## config.mk

```make
export PLATFORM = sky130hd
export DESIGN_NAME = adc_lane_aligner
export DESIGN_NICKNAME = d
export VERILOG_FILES = /design/src/rtl/adc_lane_aligner.sv
export SDC_FILE = /design/constraint.sdc
export NUM_CORES = 1
export LEC_CHECK = 0
export CAP_MARGIN = 20
export CELL_PAD_IN_SITES_DETAIL_PLACEMENT = 0
export CELL_PAD_IN_SITES_GLOBAL_PLACEMENT = 1
export CORE_AREA = 3 3 87 89
export CTS_CLUSTER_DIAMETER = 120
export DETAILED_ROUTE_END_ITERATION = 6
export DIE_AREA = 0 0 90 92
export PLACE_DENSITY = 0.75
export SYNTH_ARGS = -nofsm -noshare
export SYNTH_HDL_FRONTEND = slang
export SYNTH_HIERARCHICAL = 1
export SYNTH_SLANG_ARGS = --single-unit
```

## constraint.sdc

```tcl
create_clock -name adc_clk -period 2.05 [get_ports adc_clk]
set_input_delay 0.205 -clock adc_clk [delete_from_list [all_inputs] [get_ports adc_clk]]
set_output_delay 0.205 -clock adc_clk [all_outputs]
set_load 0.02 [all_outputs]
```

## src/rtl/adc_lane_aligner.sv

```systemverilog
// Frame-word aligner for a bank of two-lane serial ADC channels: bitslips until the frame word matches, then emits samples.
// Optional macro ADC_LOSS_MONITOR_EN: drop lock and re-align after LOSS_THRESH consecutive frame mismatches.

module adc_lane_sample #(
  parameter int SER_W    = 8,
  parameter int SAMPLE_W = 14
) (
  input  logic                  adc_clk,
  input  logic                  cpu_resetn,
  input  logic                  take,
  input  logic [2*SER_W-1:0]    word,
  output logic [SAMPLE_W-1:0]   sample
);
  localparam int SHIFT = 2*SER_W - SAMPLE_W;

  logic [2*SER_W-1:0] shifted;
  assign shifted = word >> SHIFT;

  always_ff @(posedge adc_clk or negedge cpu_resetn) begin
    if (!cpu_resetn)  sample <= '0;
    else if (take)    sample <= shifted[SAMPLE_W-1:0];
  end
endmodule

module adc_lane_aligner #(
  parameter int          NUM_CH        = 2,
  parameter int          SER_W         = 8,
  parameter int          SAMPLE_W      = 14,
  parameter logic [7:0]  FRAME_PATTERN = 8'hF0,
  parameter int          SETTLE_CYCLES = 4,
  parameter int          LOSS_THRESH   = 3
) (
  input  logic                           adc_clk,
  input  logic                           cpu_resetn,
  input  logic                           adc_en,
  input  logic [SER_W-1:0]               frm_data,
  input  logic [NUM_CH*2*SER_W-1:0]      lane_data,
  output logic                           bitslip,
  output logic                           aligned,
  output logic                           align_fail,
  output logic [4:0]                     slip_count,
  output logic [NUM_CH*SAMPLE_W-1:0]     samples,
  output logic                           sample_valid
);
  localparam int SLIP_MAX = 2*SER_W;
  localparam int SLW      = $clog2(SLIP_MAX + 1);

  typedef enum logic [2:0] {
    S_IDLE, S_CHECK, S_SLIP, S_SETTLE, S_LOCKED, S_FAIL
  } state_t;

  state_t             state, state_nxt;
  logic [3:0]         settle_cnt;
  logic [SLW-1:0]     slips;
  logic               frm_match;
  logic               restart;
  logic               take;

  assign frm_match = (frm_data == SER_W'(FRAME_PATTERN));

`ifdef ADC_LOSS_MONITOR_EN
  logic [3:0] mis_cnt;
`endif

  always_comb begin
    state_nxt = state;
    if (!adc_en) begin
      state_nxt = S_IDLE;
    end else begin
      case (state)
        S_IDLE:   state_nxt = S_CHECK;
        // A match on the final permitted check still wins over giving up
        S_CHECK:  if (frm_match)                      state_nxt = S_LOCKED;
                  else if (slips < SLW'(SLIP_MAX))    state_nxt = S_SLIP;
                  else                                state_nxt = S_FAIL;
        // The slip cycle counts as the first settle cycle, so pulses sit SETTLE_CYCLES+1 apart
        S_SLIP:   state_nxt = (SETTLE_CYCLES <= 1) ? S_CHECK : S_SETTLE;
        S_SETTLE: if (settle_cnt == 4'(SETTLE_CYCLES - 2)) state_nxt = S_CHECK;
`ifdef ADC_LOSS_MONITOR_EN
        S_LOCKED: if (!frm_match && mis_cnt == 4'(LOSS_THRESH - 1)) state_nxt = S_CHECK;
`else
        S_LOCKED: state_nxt = S_LOCKED;
`endif
        S_FAIL:   state_nxt = S_FAIL;
        default:  state_nxt = S_IDLE;
      endcase
    end
  end

  assign restart = (state_nxt == S_CHECK) && (state == S_IDLE || state == S_LOCKED);

  always_ff @(posedge adc_clk or negedge cpu_resetn) begin
    if (!cpu_resetn) begin
      state      <= S_IDLE;
      settle_cnt <= '0;
      slips      <= '0;
      slip_count <= '0;
    end else begin
      state <= state_nxt;
      if (state == S_SLIP)        settle_cnt <= '0;
      else if (state == S_SETTLE) settle_cnt <= settle_cnt + 4'd1;
      if (restart) begin
        slips      <= '0;
        slip_count <= '0;
      end else if (state_nxt == S_SLIP) begin
        slips <= slips + SLW'(1);
        if (slip_count != 5'd31) slip_count <= slip_count + 5'd1;
      end
    end
  end

`ifdef ADC_LOSS_MONITOR_EN
  always_ff @(posedge adc_clk or negedge cpu_resetn) begin
    if (!cpu_resetn)                                   mis_cnt <= '0;
    else if (state == S_LOCKED && state_nxt == S_LOCKED) mis_cnt <= frm_match ? 4'd0 : mis_cnt + 4'd1;
    else                                               mis_cnt <= '0;
  end
`endif

  assign bitslip    = (state == S_SLIP);
  assign aligned    = (state == S_LOCKED);
  assign align_fail = (state == S_FAIL);

  // Only words captured while locked and staying locked are published
  assign take = (state == S_LOCKED) && (state_nxt == S_LOCKED);

  always_ff @(posedge adc_clk or negedge cpu_resetn) begin
    if (!cpu_resetn) sample_valid <= 1'b0;
    else             sample_valid <= take;
  end

  logic [NUM_CH-1:0][SAMPLE_W-1:0] smp;

  for (genvar c = 0; c < NUM_CH; c++) begin : g_ch
    adc_lane_sample #(.SER_W(SER_W), .SAMPLE_W(SAMPLE_W)) u_lane (
      .adc_clk    (adc_clk),
      .cpu_resetn (cpu_resetn),
      .take       (take),
      .word       (lane_data[2*c*SER_W +: 2*SER_W]),
      .sample     (smp[c])
    );
  end

  assign samples = smp;
endmodule

```

Word level (Yosys, flattened, before mapping)
Index checks and enable logic that the tools add are counted.
{"block": "word_totals", "reg_bits": 46, "input_bits": 43, "output_inout_bits": 37, "word_cells": 42}
{"block": "op_classes", "addsub": 3, "magnitude_cmp": 1, "n_eq_ne": 11, "mux": 12, "n_reduce_logical": 8}
{"op": "$mux 5", "count": 5}
{"op": "$pmux 3 s6", "count": 1}
{"op": "$mux 3", "count": 4}
{"op": "$add 5x1->5 const B", "count": 2}
{"op": "$eq 3x2->1 const B", "count": 3}
{"op": "$eq 3x3->1 const B", "count": 3}
{"op": "$eq 8x8->1 const B", "count": 1}
{"op": "$mux 4", "count": 2}
{"op": "$eq 3x1->1 const B", "count": 2}
{"op": "$reduce_bool 2->1", "count": 3}
{"op": "$lt 5x5->1 const B", "count": 1}
{"op": "$ne 5x5->1 const B", "count": 1}
{"op": "$add 4x1->4 const B", "count": 1}
{"op": "$eq 4x2->1 const B", "count": 1}
{"op": "$logic_not 3->1", "count": 1}
{"op": "$logic_and 1x1->1", "count": 2}
{"op": "$reduce_and 2->1", "count": 1}
{"op": "$logic_or 1x1->1", "count": 1}

Depth between registers and ports, before layout
{"block": "logic_depth", "ltp_word": 9, "mapped_depth": 8, "depth_no_buf": 8}

Hierarchy
The synthesis kept the hierarchy.
{"module": "adc_lane_sample", "instances": 2, "cells_per_inst": 29, "area_per_inst_um2": 519.2, "seq_area_each_um2": 350.3}
{"module": "adc_lane_aligner", "instances": 1, "cells_per_inst": 106, "area_per_inst_um2": 999.7, "seq_area_each_um2": 450.4}

Least setup slack after synthesis
No wires, ideal clock.
{"block": "synth_timing", "path_type": "reg-to-reg", "startpoint": "register state[0]", "endpoint": "register g_ch[0].u_lane.sample[10]", "setup_time_ns": 0.125, "arrival_ns": 1.780, "t_required_ns": 1.925, "setup_slack_ns": 0.146, "path_stages_with_launch": 6, "period_less_slack_ns": 1.904, "cell_sequence": "dfrtp_1 > clkbuf_1 > nand2b_1 > nor2_1 > buf_6 > mux2_2"}
{"block": "synth_via", "elab_chain_len": 5, "word_cells_on_any_way": 11, "cone_classes": "eq/ne: 6; mux: 3; reduce/logical: 2"}
{"element": "start, declared", "line_no": "52", "text": "state_t state, state_nxt;"}
{"element": "start signal, assigned", "line_no": "99", "text": "state <= state_nxt;"}
{"element": "$eq 3x3->1 (tied with other cells)", "line_no": "70", "text": "case (state)"}
{"element": "$pmux 3 s6", "line_no": "70"}
{"element": "$mux 3", "line_no": "67", "text": "if (!adc_en) begin"}
{"element": "$eq 3x3->1", "line_no": "125", "text": "assign take = (state == S_LOCKED) && (state_nxt == S_LOCKED);"}
{"element": "$logic_and 1x1->1 (*)", "line_no": "125"}
{"element": "net take", "line_no": "57", "text": "logic take;"}
{"element": "end signal, assigned", "line_no": "21", "text": "else if (take) sample <= shifted[SAMPLE_W-1:0];"}
{"element": "end, declared", "line_no": "12", "text": "output logic [SAMPLE_W-1:0] sample"}
Mark *: on every way through the listed nets, which the timed path passes. The rest lies on a longest branch.
A chain may end at the register's enable or synchronous reset.

Worst setup path after layout
{"block": "layout_timing", "startpoint": "register state[2]", "endpoint": "output bitslip"}
{"block": "layout_via", "elab_chain_len": 1}
{"element": "$eq 3x2->1", "line_no": "120", "text": "assign bitslip = (state == S_SLIP);"}
{"element": "end, declared", "line_no": "38", "text": "output logic bitslip,"}
Every way passes these cells.

==> flow_summary.json <==
{
  "synth-seq-cells": 46,
  "io_buffers": 75,
  "antenna_found_initial": 0,
  "status": "finished, final reports clean",
  "power_w": 0.002140,
  "yosysSeqAreaShare": 0.5648,
  "reg2reg_setup_slack_ns": 0.16,
  "synth_cell_type_count": 31,
  "synth_top_area_frac": 0.5648,
  "clock_power_share": 0.256,
  "synthFlopType": "dfrtp_1",
  "synthCells": 164,
  "viasPerCell": 4.527,
  "hpwl_um": 3278,
  "cp_max_fo": 7,
  "grt_pass1_vias": 1643,
  "worst-slew-pin-transition_ns": 0.4274,
  "timing.final.ws_setup_ns": 0.1504,
  "grt_setup_unrepaired": "no",
  "drtIter0Drc": 45,
  "cts_inserted_buffers": 5,
  "rows": 30,
  "htree_levels": 2,
  "post_cts_buffers": 0,
  "dpl_cell_area_mm2": 0.002980,
  "period_needed_ns": 1.900,
  "ir_worst_vdd_mv": 0.3190,
  "clockBufferDepth": 2,
  "cts_tree": "built",
  "cellPowerDensity_mw_per_mm2": 694.2,
  "track_usage": 0.1151,
  "p_leak_nw": 1.318,
  "chipHeight_um": 92,
  "clk_pin_slew_ns": 0.09,
  "yosys_warnings": 6,
  "crit_required_ns": 1.85,
  "syn_area_per_cell_um2": 12.43,
  "grt_pass1_wl_um": 7762,
  "worst_hold_slack_ns": 0.4187,
  "nets": 302,
  "grt_remaining_overflow": 0,
  "syn_nets": 212,
  "slew_viol_final": 0,
  "hold_path_class": "in -> async",
  "drv_cap": 0,
  "cts.sinks": 46,
  "vias": 1589,
  "die_w_um": 90,
  "p_seq_frac": 0.500,
  "drive_gt1_frac": 0.2078,
  "layout_common_cells": "73 x clkdlybuf4s50_1, 46 x dfrtp_1, 28 x mux2_2",
  "p_sw_w": 0.0006050,
  "switching_share": 0.2827,
  "antenna_cells": 0,
  "cts-root-buf": "clkbuf_8",
  "start_util": 0.2984,
  "netlist_top_cells_area": "dfrtp_1 56%, mux2_2 15%, ha_1 3.1%, o21ai_0 2.7%, a21oi_1 1.7%",
  "dp_slack_ns": -0.09095,
  "clk_latency_ns": 0.29,
  "place.gp.congestion": 0.7135,
  "routedWlPerCell_um": 12.91,
  "combPwrFrac": 0.244,
  "io_pins": 80,
  "synth_area_mm2": 0.002038,
  "final_area_mm2": 0.003083,
  "core-area_mm2": 0.006832,
  "intPower_w": 0.001535,
  "fill_cells": 671,
  "dr.pass1.iters": 4,
  "wl_um": 4532,
  "fin_crit_sh": 0.9266,
  "async_flop_share": 1.000,
  "area_delta_synth_final_pct": 51.26,
  "route.detailed.drc": 0,
  "cp_data_arrival_time_ns": 1.69,
  "finClkSkew_ns": 0.008649,
  "relSlewSlack": 0.7121,
  "hold_violations": 0,
  "final_common_cell": "clkdlybuf4s50_1",
  "final_antenna_net_count": 0,
  "synth_area_leader_cell": "dfrtp_1",
  "fmax_ghz": 0.5264,
  "grt_max_degree": 47,
  "synth_edf_count": 0,
  "crit_type": "reg -> out",
  "start_kind": "register",
  "setup_viol": 0,
  "dieArea_mm2": 0.008280,
  "crit_path_end_kind": "output port"
}
==> power by group through the flow <==
stage / clock [W] / combinational [W] / sequential, W
final: 0.000548 / 0.000523 / 0.00107
after global routing: 0.000619 / 0.000572 / 0.00108
after CTS: 0.000581 / 0.000533 / 0.00107
after detailed placement: 0 / 0.000529 / 0.00109
after global placement: 0 / 0.000520 / 0.00109
after floorplan: 0 / 0.000159 / 0.00116
==> timing repair <==
item | CTS | global route
endpoints found under the setup margin | 0 | 2
hold buffers | 1 | 0
resized for setup | 0 | 2
hold endpoints to repair | 46 | 0
==> flip-flops by register name (all words and copies together), names as in the netlist <==
register,count
settle_cnt,4
slip_count,5
g_ch.u_lane/sample,28
slips,5
sample_valid,1
state,3
==> routing by layer <==
metal  global-route usage  vias to the layer above  routed length [µm]
met5                    0                        -                   0
met3              0.03527                        4                 191
met1               0.1444                      777                2035
li1                     -                      765                   -
met2               0.1948                       43                2268
met4              0.02679                        0                  37
==> worst paths after layout <==
path,start,end,depth (start not counted)
setup / recovery,state[2],bitslip,4
hold / removal,cpu_resetn,g_ch[1].u_lane/sample[10],3
setup reg to reg,slip_count[0],slip_count[3],7
hold reg to reg,g_ch[1].u_lane/sample[10],g_ch[1].u_lane/sample[10],1
max in group asynchronous,cpu_resetn,g_ch[0].u_lane/sample[8],3
min in group adc_clk,g_ch[1].u_lane/sample[10],g_ch[1].u_lane/sample[10],1
==> cell usage after synthesis (2+ instances only) <==
library cell  instances
nor3_1                4
inv_1                 6
o21ai_0              11
ha_1                  5
and3_1                2
nand2_1               8
xnor2_1               4
o31ai_1               2
nor2b_1               3
nor2_1                9
a21o_1                2
buf_6                 2
or4_1                 2
a21oi_1               7
nand3_1               6
mux2_2               28
dfrtp_1              46
nand2b_1              4
==> critical path: stages, from the launching register on <==
cell	delay (ns)
dfrtp_1	0.47
inv_2	0.14
nand2_1	0.08
nor2_1	0.10
clkdlybuf4s50_1	0.61
==> per-stage QoR <==
step,cells,TNS [ns],util
global route,351,0,0.4513
floorplan,164,0,-
detailed placement,342,-0.1756,0.4363
CTS,351,0,0.4509
finish,351,0,0.4513
global placement,342,-0.1293,0.4363
==> cell type report <==
class / count / area (µm²) / area share
flip-flops and latches: 46 / 1151 / 0.3734
repair buffers: 86 / 858.3 / 0.2784
multi-input cells: 109 / 840.8 / 0.2727
well taps: 96 / 120.1 / 0.03896
clock buffers: 5 / 68.82 / 0.02232
inverters: 6 / 22.52 / 0.007305
clock inverters: 3 / 21.27 / 0.006899
==> kinds of logic (layout without fill, tap and decap cells) <==
group,count (synthesis),count (layout),share of synthesized area
flip-flops,46,46,0.5648
AND/OR/NAND/NOR,44,44,0.1209
AO/OA/AOI/OAI,28,28,0.08778
multiplexers,28,28,0.1547
buffers and inverters,9,100,0.02394
adder cells (fa/ha/maj),5,5,0.03069
XOR/XNOR,4,4,0.01719
Power figures use the tool's default switching activity.
